$ cat src/rtl/dot_product_engine.sv
// Multiply-accumulate dot-product engine: VEC_LEN element pairs in, one ACC_W result out.
// Optional macro DOT_PRODUCT_SATURATE_EN clamps on overflow instead of wrapping.
module dot_product_engine #(
    parameter int unsigned ELEM_W  = 4,
    parameter int unsigned VEC_LEN = 8,
    parameter int unsigned ACC_W   = 16
) (
    input  logic              CLK,
    input  logic              RESET,
    input  logic              start,
    input  logic              signed_mode,
    input  logic              in_valid,
    output logic              in_ready,
    input  logic [ELEM_W-1:0] elem_a,
    input  logic [ELEM_W-1:0] elem_b,
    output logic              out_valid,
    input  logic              out_ready,
    output logic [ACC_W-1:0]  result,
    output logic              overflow,
    output logic              busy
);

    localparam int unsigned CntW = (VEC_LEN > 1) ? $clog2(VEC_LEN) : 1;
    localparam logic [CntW-1:0] LastCnt = CntW'(VEC_LEN - 1);

    typedef enum logic [1:0] {StIdle, StAccum, StHold} state_e;

    state_e            state_q, state_d;
    logic [ACC_W-1:0]  acc_q, acc_d;
    logic [ACC_W-1:0]  result_q, result_d;
    logic [CntW-1:0]   cnt_q, cnt_d;
    logic              ovf_q, ovf_d;
    logic              mode_q, mode_d;
    logic              out_valid_q, out_valid_d;

    logic signed [2*ELEM_W-1:0] prod_s;
    logic [2*ELEM_W-1:0]        prod_u;
    logic [ACC_W-1:0]           prod_ext;
    logic [ACC_W-1:0]           sum;
    logic [ACC_W-1:0]           step_val;
    logic                       carry;
    logic                       step_ovf;

    // One accumulation step: extend the product per the latched mode and add.
    always_comb begin
        prod_s   = (2*ELEM_W)'($signed(elem_a)) * (2*ELEM_W)'($signed(elem_b));
        prod_u   = (2*ELEM_W)'(elem_a) * (2*ELEM_W)'(elem_b);
        prod_ext = mode_q ? ACC_W'(prod_s) : ACC_W'(prod_u);
        {carry, sum} = {1'b0, acc_q} + {1'b0, prod_ext};
        if (mode_q) begin
            step_ovf = (acc_q[ACC_W-1] == prod_ext[ACC_W-1]) &&
                       (sum[ACC_W-1] != acc_q[ACC_W-1]);
        end else begin
            step_ovf = carry;
        end
`ifdef DOT_PRODUCT_SATURATE_EN
        if (step_ovf) begin
            if (mode_q) begin
                // Signed overflow can only go in the direction of the shared operand sign.
                step_val = acc_q[ACC_W-1] ? {1'b1, {(ACC_W-1){1'b0}}}
                                          : {1'b0, {(ACC_W-1){1'b1}}};
            end else begin
                step_val = '1;
            end
        end else begin
            step_val = sum;
        end
`else
        step_val = sum;
`endif
    end

    always_comb begin
        state_d     = state_q;
        acc_d       = acc_q;
        result_d    = result_q;
        cnt_d       = cnt_q;
        ovf_d       = ovf_q;
        mode_d      = mode_q;
        out_valid_d = out_valid_q;
        case (state_q)
            StIdle: begin
                if (start) begin
                    acc_d   = '0;
                    cnt_d   = '0;
                    ovf_d   = 1'b0;
                    mode_d  = signed_mode;
                    state_d = StAccum;
                end
            end
            StAccum: begin
                if (in_valid) begin
                    acc_d = step_val;
                    ovf_d = ovf_q | step_ovf;
                    if (cnt_q == LastCnt) begin
                        result_d    = step_val;
                        out_valid_d = 1'b1;
                        state_d     = StHold;
                    end else begin
                        cnt_d = cnt_q + CntW'(1);
                    end
                end
            end
            StHold: begin
                if (out_ready) begin
                    out_valid_d = 1'b0;
                    state_d     = StIdle;
                end
            end
            default: state_d = StIdle;
        endcase
    end

    always_ff @(posedge CLK or posedge RESET) begin
        if (RESET) begin
            state_q     <= StIdle;
            acc_q       <= '0;
            result_q    <= '0;
            cnt_q       <= '0;
            ovf_q       <= 1'b0;
            mode_q      <= 1'b0;
            out_valid_q <= 1'b0;
        end else begin
            state_q     <= state_d;
            acc_q       <= acc_d;
            result_q    <= result_d;
            cnt_q       <= cnt_d;
            ovf_q       <= ovf_d;
            mode_q      <= mode_d;
            out_valid_q <= out_valid_d;
        end
    end

    assign in_ready  = (state_q == StAccum);
    assign busy      = (state_q != StIdle);
    assign out_valid = out_valid_q;
    assign result    = result_q;
    assign overflow  = ovf_q;

endmodule

$ cat config.mk
export PLATFORM = sky130hd
export DESIGN_NAME = dot_product_engine
export DESIGN_NICKNAME = d
export VERILOG_FILES = /design/src/rtl/dot_product_engine.sv
export SDC_FILE = /design/constraint.sdc
export NUM_CORES = 1
export LEC_CHECK = 0
export BUFFER_PORTS_ARGS = -buffer_cell sky130_fd_sc_hd__buf_2
export CAP_MARGIN = 30
export CORE_MARGIN = 2
export CORE_UTILIZATION = 64
export DETAILED_ROUTE_END_ITERATION = 8
export PLACE_DENSITY = 0.84
export SETUP_SLACK_MARGIN = 0.5
export SYNTH_ARGS = -nofsm -noshare
export SYNTH_HDL_FRONTEND = slang
export SYNTH_SLANG_ARGS = --single-unit
$ cat constraint.sdc
create_clock -name CLK -period 4.8 [get_ports CLK]
set_input_delay 0.72 -clock CLK [delete_from_list [all_inputs] [get_ports CLK]]
set_output_delay 0.72 -clock CLK [all_outputs]
set_load 0.05 [all_outputs]
# --- Yosys cells after proc, flatten, opt, wreduce, memory -nomap -nowiden ---
# Cells that the tools add are included.
op_classes:
  n_addsub: 2
  multipliers: 2
  n_eq_ne: 10
  muxes: 21
  bitwise: 1
  reduce_logical: 11
ops:
  columns: ["op", "count"]
  rows:
  - ["16-bit 2-to-1 mux", 3]
  - ["16-bit one-hot mux with 2 select lines", 1]
  - ["16-bit by 16-bit adder with 17-bit output", 1]
  - ["4-bit by 4-bit multiplier with 8-bit output", 2]
  - ["4-bit AND reduction", 3]
  - ["3-bit 2-to-1 mux", 3]
  - ["2-bit 2-to-1 mux", 4]
  - ["2-bit inequality test, second input constant", 4]
  - ["1-bit 2-to-1 mux", 6]
  - ["2-bit one-hot mux with 3 select lines", 1]
  - ["3-bit one-hot mux with 2 select lines", 1]
  - ["3-bit AND reduction", 2]
  - ["2-bit nonzero test", 3]
  - ["1-bit one-hot mux with 2 select lines", 2]
  - ["3-bit by 1-bit adder with 3-bit output, second input constant", 1]
  - ["3-bit == test, second input constant", 1]
  - ["2-bit by 1-bit == test with 1-bit output, second input constant", 1]
  - ["2-bit == test, second input constant", 1]
  - ["2-bit zero test", 1]
  - ["2-bit by 1-bit inequality test with 1-bit output, second input constant", 1]
  - ["2-bit AND reduction", 1]
  - ["1-bit == test", 1]
  - ["1-bit logical AND", 1]
  - ["1-bit inequality test", 1]
  - ["1-bit bitwise OR", 1]
word_totals:
  regBits: 40
  in_bits: 14
  output_inout_bits: 20

# --- Logic depth before layout (Yosys ltp) ---
depth:
  ltp_word: 9
  ltp_mapped: 21
  mapped_depth_nobuf: 21

# --- Worst setup path before layout ---
# No wires, ideal clock.
synth_timing:
  kind: "input to register"
  from: "in elem_b[3]"
  to: "reg result_q[14] (netlist: result[14])"
  arrival_time_ns: 5.169
  required_time_ns: 4.667
  path_slack_ns: -0.502
  path_stages: 21
  path_buffers: 0
  cell_sequence: "inv_1 nor2_1 fa_1 inv_1 fa_1 fa_1 inv_1 ha_1 fa_1 a21o_1 a21oi_1 xnor2_1 and2_1 o21bai_1 ha_1 o21ai_0 a21oi_1 o22a_1 o31ai_1 xor2_1 o21ai_0"
synth_via:
  elab_chain_len: 3
  word_cells_on_any_way: 4
synth_lines:
  columns: ["item", "line_no", "source"]
  rows:
  - ["from (decl)", "15", "input logic [ELEM_W-1:0] elem_b,"]
  - ["4-bit by 4-bit multiplier with 8-bit output (on tied branches)", "47, 46", null]
  - ["16-bit 2-to-1 mux (*)", "48", "prod_ext = mode_q ? ACC_W'(prod_s) : ACC_W'(prod_u);"]
  - ["16-bit by 16-bit adder with 17-bit output (*)", "49", "{carry, sum} = {1'b0, acc_q} + {1'b0, prod_ext};"]
  - ["to (signal assigned)", "126", "result_q <= result_d;"]
  - ["to (decl)", "30", "logic [ACC_W-1:0] result_q, result_d;"]
# Mark *: on every way between the ends. The rest lies on a longest branch, timed or not.
# A chain may end at the register's enable or synchronous reset.

# --- Worst setup path in the final report ---
layout_timing:
  from: "in elem_a[1]"
  to: "reg result_q[10] (netlist: result[10])"
layout_via:
  elab_chain_len: 3
  word_cells_on_any_way: 4
layout_lines:
  columns: ["item", "line_no", "source"]
  rows:
  - ["from (decl)", "14", "input logic [ELEM_W-1:0] elem_a,"]
  - ["4-bit by 4-bit multiplier with 8-bit output (on tied branches)", "47, 46", null]
  - ["16-bit 2-to-1 mux (*)", "48", null]
  - ["16-bit by 16-bit adder with 17-bit output (*)", "49", null]
# Marked as above.

==> run metrics <==
critical path data required time=roughly 5.0 ns; portion of synthesized cell area occupied by the leading cell type=0.3136; netlist area before placement=3192 µm²; violated checks=negative setup slack; multi-input gate area in the final layout=between 2000 and 2500 µm²; via count of the first global-routing pass=3,192; crit path time final=roughly 5.1 ns; number of instances in the placed design=488; FMAX=approximately 200 MHz; final layout net count=507; worst-case register-to-register setup slack=between 2 and 2.5 ns; switching fraction of total power=0.4981; Inserted Diodes=0; number of port buffers=33; number of rows in the core area=25; commonest non-fill, non-tap cells in the layout=sky130_fd_sc_hd__buf_4 (49), sky130_fd_sc_hd__nand2_1 (48), sky130_fd_sc_hd__dfrtp_1 (40); wire length of the first global-routing pass=14.32 mm; number of cells on the worst hold path=2; count of pins over their slew limit=0; most prevalent standard cell on the critical path=sky130_fd_sc_hd__fa_1; CTS tree=done; growth of design area from synthesis to finish=34.54%; result of the run=complete, but fails checks; launch instance of the worst min-delay path=result[8]; Worst R2R Start=mode_q; number of failing hold endpoints at the final stage=0; nets in the synthesized netlist=roughly 420; worst r2r dst=result[10]; number of vias in the routed layout=a little over 3,000; average routed wire per standard cell=approximately 18 µm; clock-pin slew of the registers on the worst-case setup and hold paths=approximately 0.09 ns; initial cell density of the core=0.6713; highest ir drop seen on vdd=around 0.00043 V; critical path class=in2reg; global routing usage summed across all routing layers=0.3404; total of endpoints with negative setup slack in the final report=15; headroom to the max-slew limit=0.3086; worst hold margin=0.4816 ns; worst path setup slack after routing=-0.3038 ns; Avg Cell Area, Syn=between 9 and 10 µm²; Max Buffers Root-to-Sink=2; number of ports placed on the die boundary=34; sequential cell area=approximately 1000 µm²; largest net degree at the start of global routing=41; power share of the sequential group=0.185; htree depth=2; arrival time at the worst endpoint=approximately 5.3 ns; die boundary width=around 75 µm; Internal=approximately 0.0016 W; number of buffers inserted during clock tree synthesis=5; source-to-sink clock delay at the later pin of the worst-skew pair=around 0.31 ns; vertical extent of the die=74.62 µm; Syn Inst Count=between 300 and 400; Cell Count, Final, Fillers Out=around 510; antenna violations before repair=0; fraction of final layout cells with drive strength greater than 1=0.3507; area of the die=~5600 µm²; Core ar.=4755 µm²; Slew @ Worst Pin=between 1 and 1.5 ns; vias per inst=6.075; count of buffering cells on the critical path with inverters included=6; top area cells in the synthesized netlist=sky130_fd_sc_hd__dfrtp_1 (31%), sky130_fd_sc_hd__ha_1 (15%), sky130_fd_sc_hd__fa_1 (8.8%), sky130_fd_sc_hd__o21ai_0 (6.4%), sky130_fd_sc_hd__nand2_1 (6.0%); share of synthesized area occupied by flip-flops and latches=0.3136; largest delay contributor family on the critical path=adder cells; post-route ant nets=0; overall overflow remaining after global route=0; final RePlAce weighted congestion=between 0.9 and 1; count of hold-fix buffers inserted at cts=0; remaining design rule violation count=0; switching power summed over all nets=approximately 0.0016 W; startpoint types=primary input; number of warning messages in the yosys log=0; power per unit of standard cell area=between 700 and 800 nW/µm²; biggest area consumer among synthesized cells=sky130_fd_sc_hd__dfrtp_1; maxcap violations=0; hold path endpoint=result[8]; filler cell count=just over 200; TritonCTS sink count=40; Worst setup EP type=register; most common cell after layout, fill and taps aside=sky130_fd_sc_hd__buf_4; cells on worst reg2reg path=11; clock tree skew after final layout=between 0.01 and 0.015 ns; 1st-iter DRT viols=172; critical path, cell by cell=buf_6, and2_4, fa_1, inv_1, fa_1, fa_1, inv_1, ha_2, fa_2, buf_4, xor2_1, nand2_1, o21ai_0, ha_1, buf_4, o211ai_1, a21oi_2, o22a_2, buf_6, a21oi_4, xor2_2, o21ai_1; maximum fanout along the worst path=4; critical path's slowest cell=sky130_fd_sc_hd__fa_1; Comb pwr share=0.723; flops & latches, synth=40; RSZ-0062 raised after global routing=true; detailed-placement wirelength estimate=5.565 mm; period utilization=1.063; Clock Root Buffer=sky130_fd_sc_hd__clkbuf_8; Slowest Stage Delay on Critical Path=around 0.52 ns; total detailed-routing wirelength=between 9 and 10 mm; clock power share=0.092; Initial DRT Pass Iterations=7; count of distinct cell types in the synthesized netlist=39; class of the most critical hold timing path=reg2reg; leakage power of the design=2.163 nW
## per-stage QoR
| stage | area [µm²] | total power (W) | setup TNS [ns] | util | setup slack, ns |
|---|---|---|---|---|---|
| after global placement | 3770 | 0.002311 | -4.729 | 0.7929 | -0.4074 |
| after floorplan | 3217 | 0.001805 | -1.272 | - | -0.2254 |
| after global routing | 4294 | 0.003447 | -5.425 | 0.9032 | -0.4077 |
| after CTS | 4204 | 0.002997 | -1.230 | 0.8842 | -0.1512 |
| after detailed placement | 3770 | 0.002386 | -7.312 | 0.7929 | -0.5545 |
| final | 4294 | 0.003279 | -3.044 | 0.9032 | -0.3038 |
## area by class of cell
class | count | share of cell area
clock inverters | 3 | 0.01078
multi-input cells | 269 | 0.5402
well taps | 67 | 0.01952
clock buffers | 5 | 0.01603
inverters | 34 | 0.03030
flip-flops and latches | 40 | 0.2331
repair buffers | 91 | 0.1501
## power groups by stage
| stage | Clock [W] | Sequential (W) | Combinational, W |
|---|---|---|---|
| 2_1_floorplan | 0 | 0.000782 | 0.00102 |
| 3_3_place_gp | 0 | 0.000585 | 0.00173 |
| 3_5_place_dp | 0 | 0.000593 | 0.00179 |
| 4_1_cts | 0.000296 | 0.000598 | 0.00210 |
| 5_1_grt | 0.000312 | 0.000622 | 0.00251 |
| 6_report | 0.000300 | 0.000608 | 0.00237 |
## state kept, by name, summed over array words and instances (netlist names)
name,flops
acc_q,16
out_valid,1
state_q,2
cnt_q,3
mode_q,1
result,16
overflow,1
## synthesized netlist by cell type
master                       n
sky130_fd_sc_hd__a211o_1     1
sky130_fd_sc_hd__a211oi_1    1
sky130_fd_sc_hd__a21o_1      6
sky130_fd_sc_hd__a21oi_1    22
sky130_fd_sc_hd__a221oi_2    1
sky130_fd_sc_hd__a22o_1      2
sky130_fd_sc_hd__a2bb2oi_1   2
sky130_fd_sc_hd__a311oi_1    1
sky130_fd_sc_hd__a31oi_2     1
sky130_fd_sc_hd__and2_1     14
sky130_fd_sc_hd__and2b_1     1
sky130_fd_sc_hd__and3_1      1
sky130_fd_sc_hd__clkbuf_1    9
sky130_fd_sc_hd__dfrtp_1    40
sky130_fd_sc_hd__fa_1       14
sky130_fd_sc_hd__ha_1       38
sky130_fd_sc_hd__inv_1      34
sky130_fd_sc_hd__mux2_2      2
sky130_fd_sc_hd__mux2i_1     2
sky130_fd_sc_hd__nand2_1    51
sky130_fd_sc_hd__nand2b_1    6
sky130_fd_sc_hd__nand3_1     3
sky130_fd_sc_hd__nand3b_1    1
sky130_fd_sc_hd__nand4_1     1
sky130_fd_sc_hd__nor2_1     13
sky130_fd_sc_hd__o211ai_1    2
sky130_fd_sc_hd__o211ai_2    2
sky130_fd_sc_hd__o21a_1      2
sky130_fd_sc_hd__o21ai_0    41
sky130_fd_sc_hd__o21ai_2     1
sky130_fd_sc_hd__o21bai_1    2
sky130_fd_sc_hd__o221ai_1    1
sky130_fd_sc_hd__o22a_1      1
sky130_fd_sc_hd__o311a_1     1
sky130_fd_sc_hd__o31a_1      1
sky130_fd_sc_hd__o31ai_1     3
sky130_fd_sc_hd__or2_2       3
sky130_fd_sc_hd__xnor2_1    12
sky130_fd_sc_hd__xor2_1     13
## layer usage
layer  vias up  track usage  wire (µm)
li1       1371            -          -
met1      1490       0.3755       3428
met2       170       0.6087       4707
met3        61      0.05622        482
met4         0       0.2123        545
met5         -            0          0
## worst max-delay path by stage
stage | startpoint | endpoint | slack (ns) | cells past startpoint
2_1_floorplan | elem_a[1] | result[12] | -0.23 | 20
3_3_place_gp | elem_a[1] | overflow | -0.41 | 21
3_5_place_dp | elem_a[1] | overflow | -0.55 | 21
4_1_cts | elem_a[1] | result[12] | -0.15 | 22
5_1_grt | elem_b[3] | result[13] | -0.41 | 23
6_report | elem_a[1] | result[10] | -0.30 | 22
## cell families (layout without fill, tap and decap cells)
| family | Yosys count | after routing | synth area share |
|---|---|---|---|
| AO/OA/AOI/OAI | 94 | 94 | 0.1835 |
| adder cells (fa/ha/maj) | 52 | 52 | 0.2368 |
| multiplexers | 4 | 4 | 0.01333 |
| AND/OR/NAND/NOR | 94 | 94 | 0.1337 |
| buffers and inverters | 43 | 133 | 0.05057 |
| XOR/XNOR | 25 | 25 | 0.06860 |
| flip-flops | 40 | 40 | 0.3136 |
## tightest hold or removal path: cells and delay by family, from the launching register on
kind | cells | cell delay (ns)
DFF | 1 | 0.35
AOI/OAI and AO/OA | 1 | 0.06
and+or+nand+nor | 1 | 0.04
## timing repair
item / in CTS / in global routing
endpoints found under the setup margin: 23 / 23
setup buffers: 9 / 4
resized for setup: 50 / 15
gates cloned: 0 / 0
pin swaps: 24 / 13
Power figures use the tool's default switching activity.
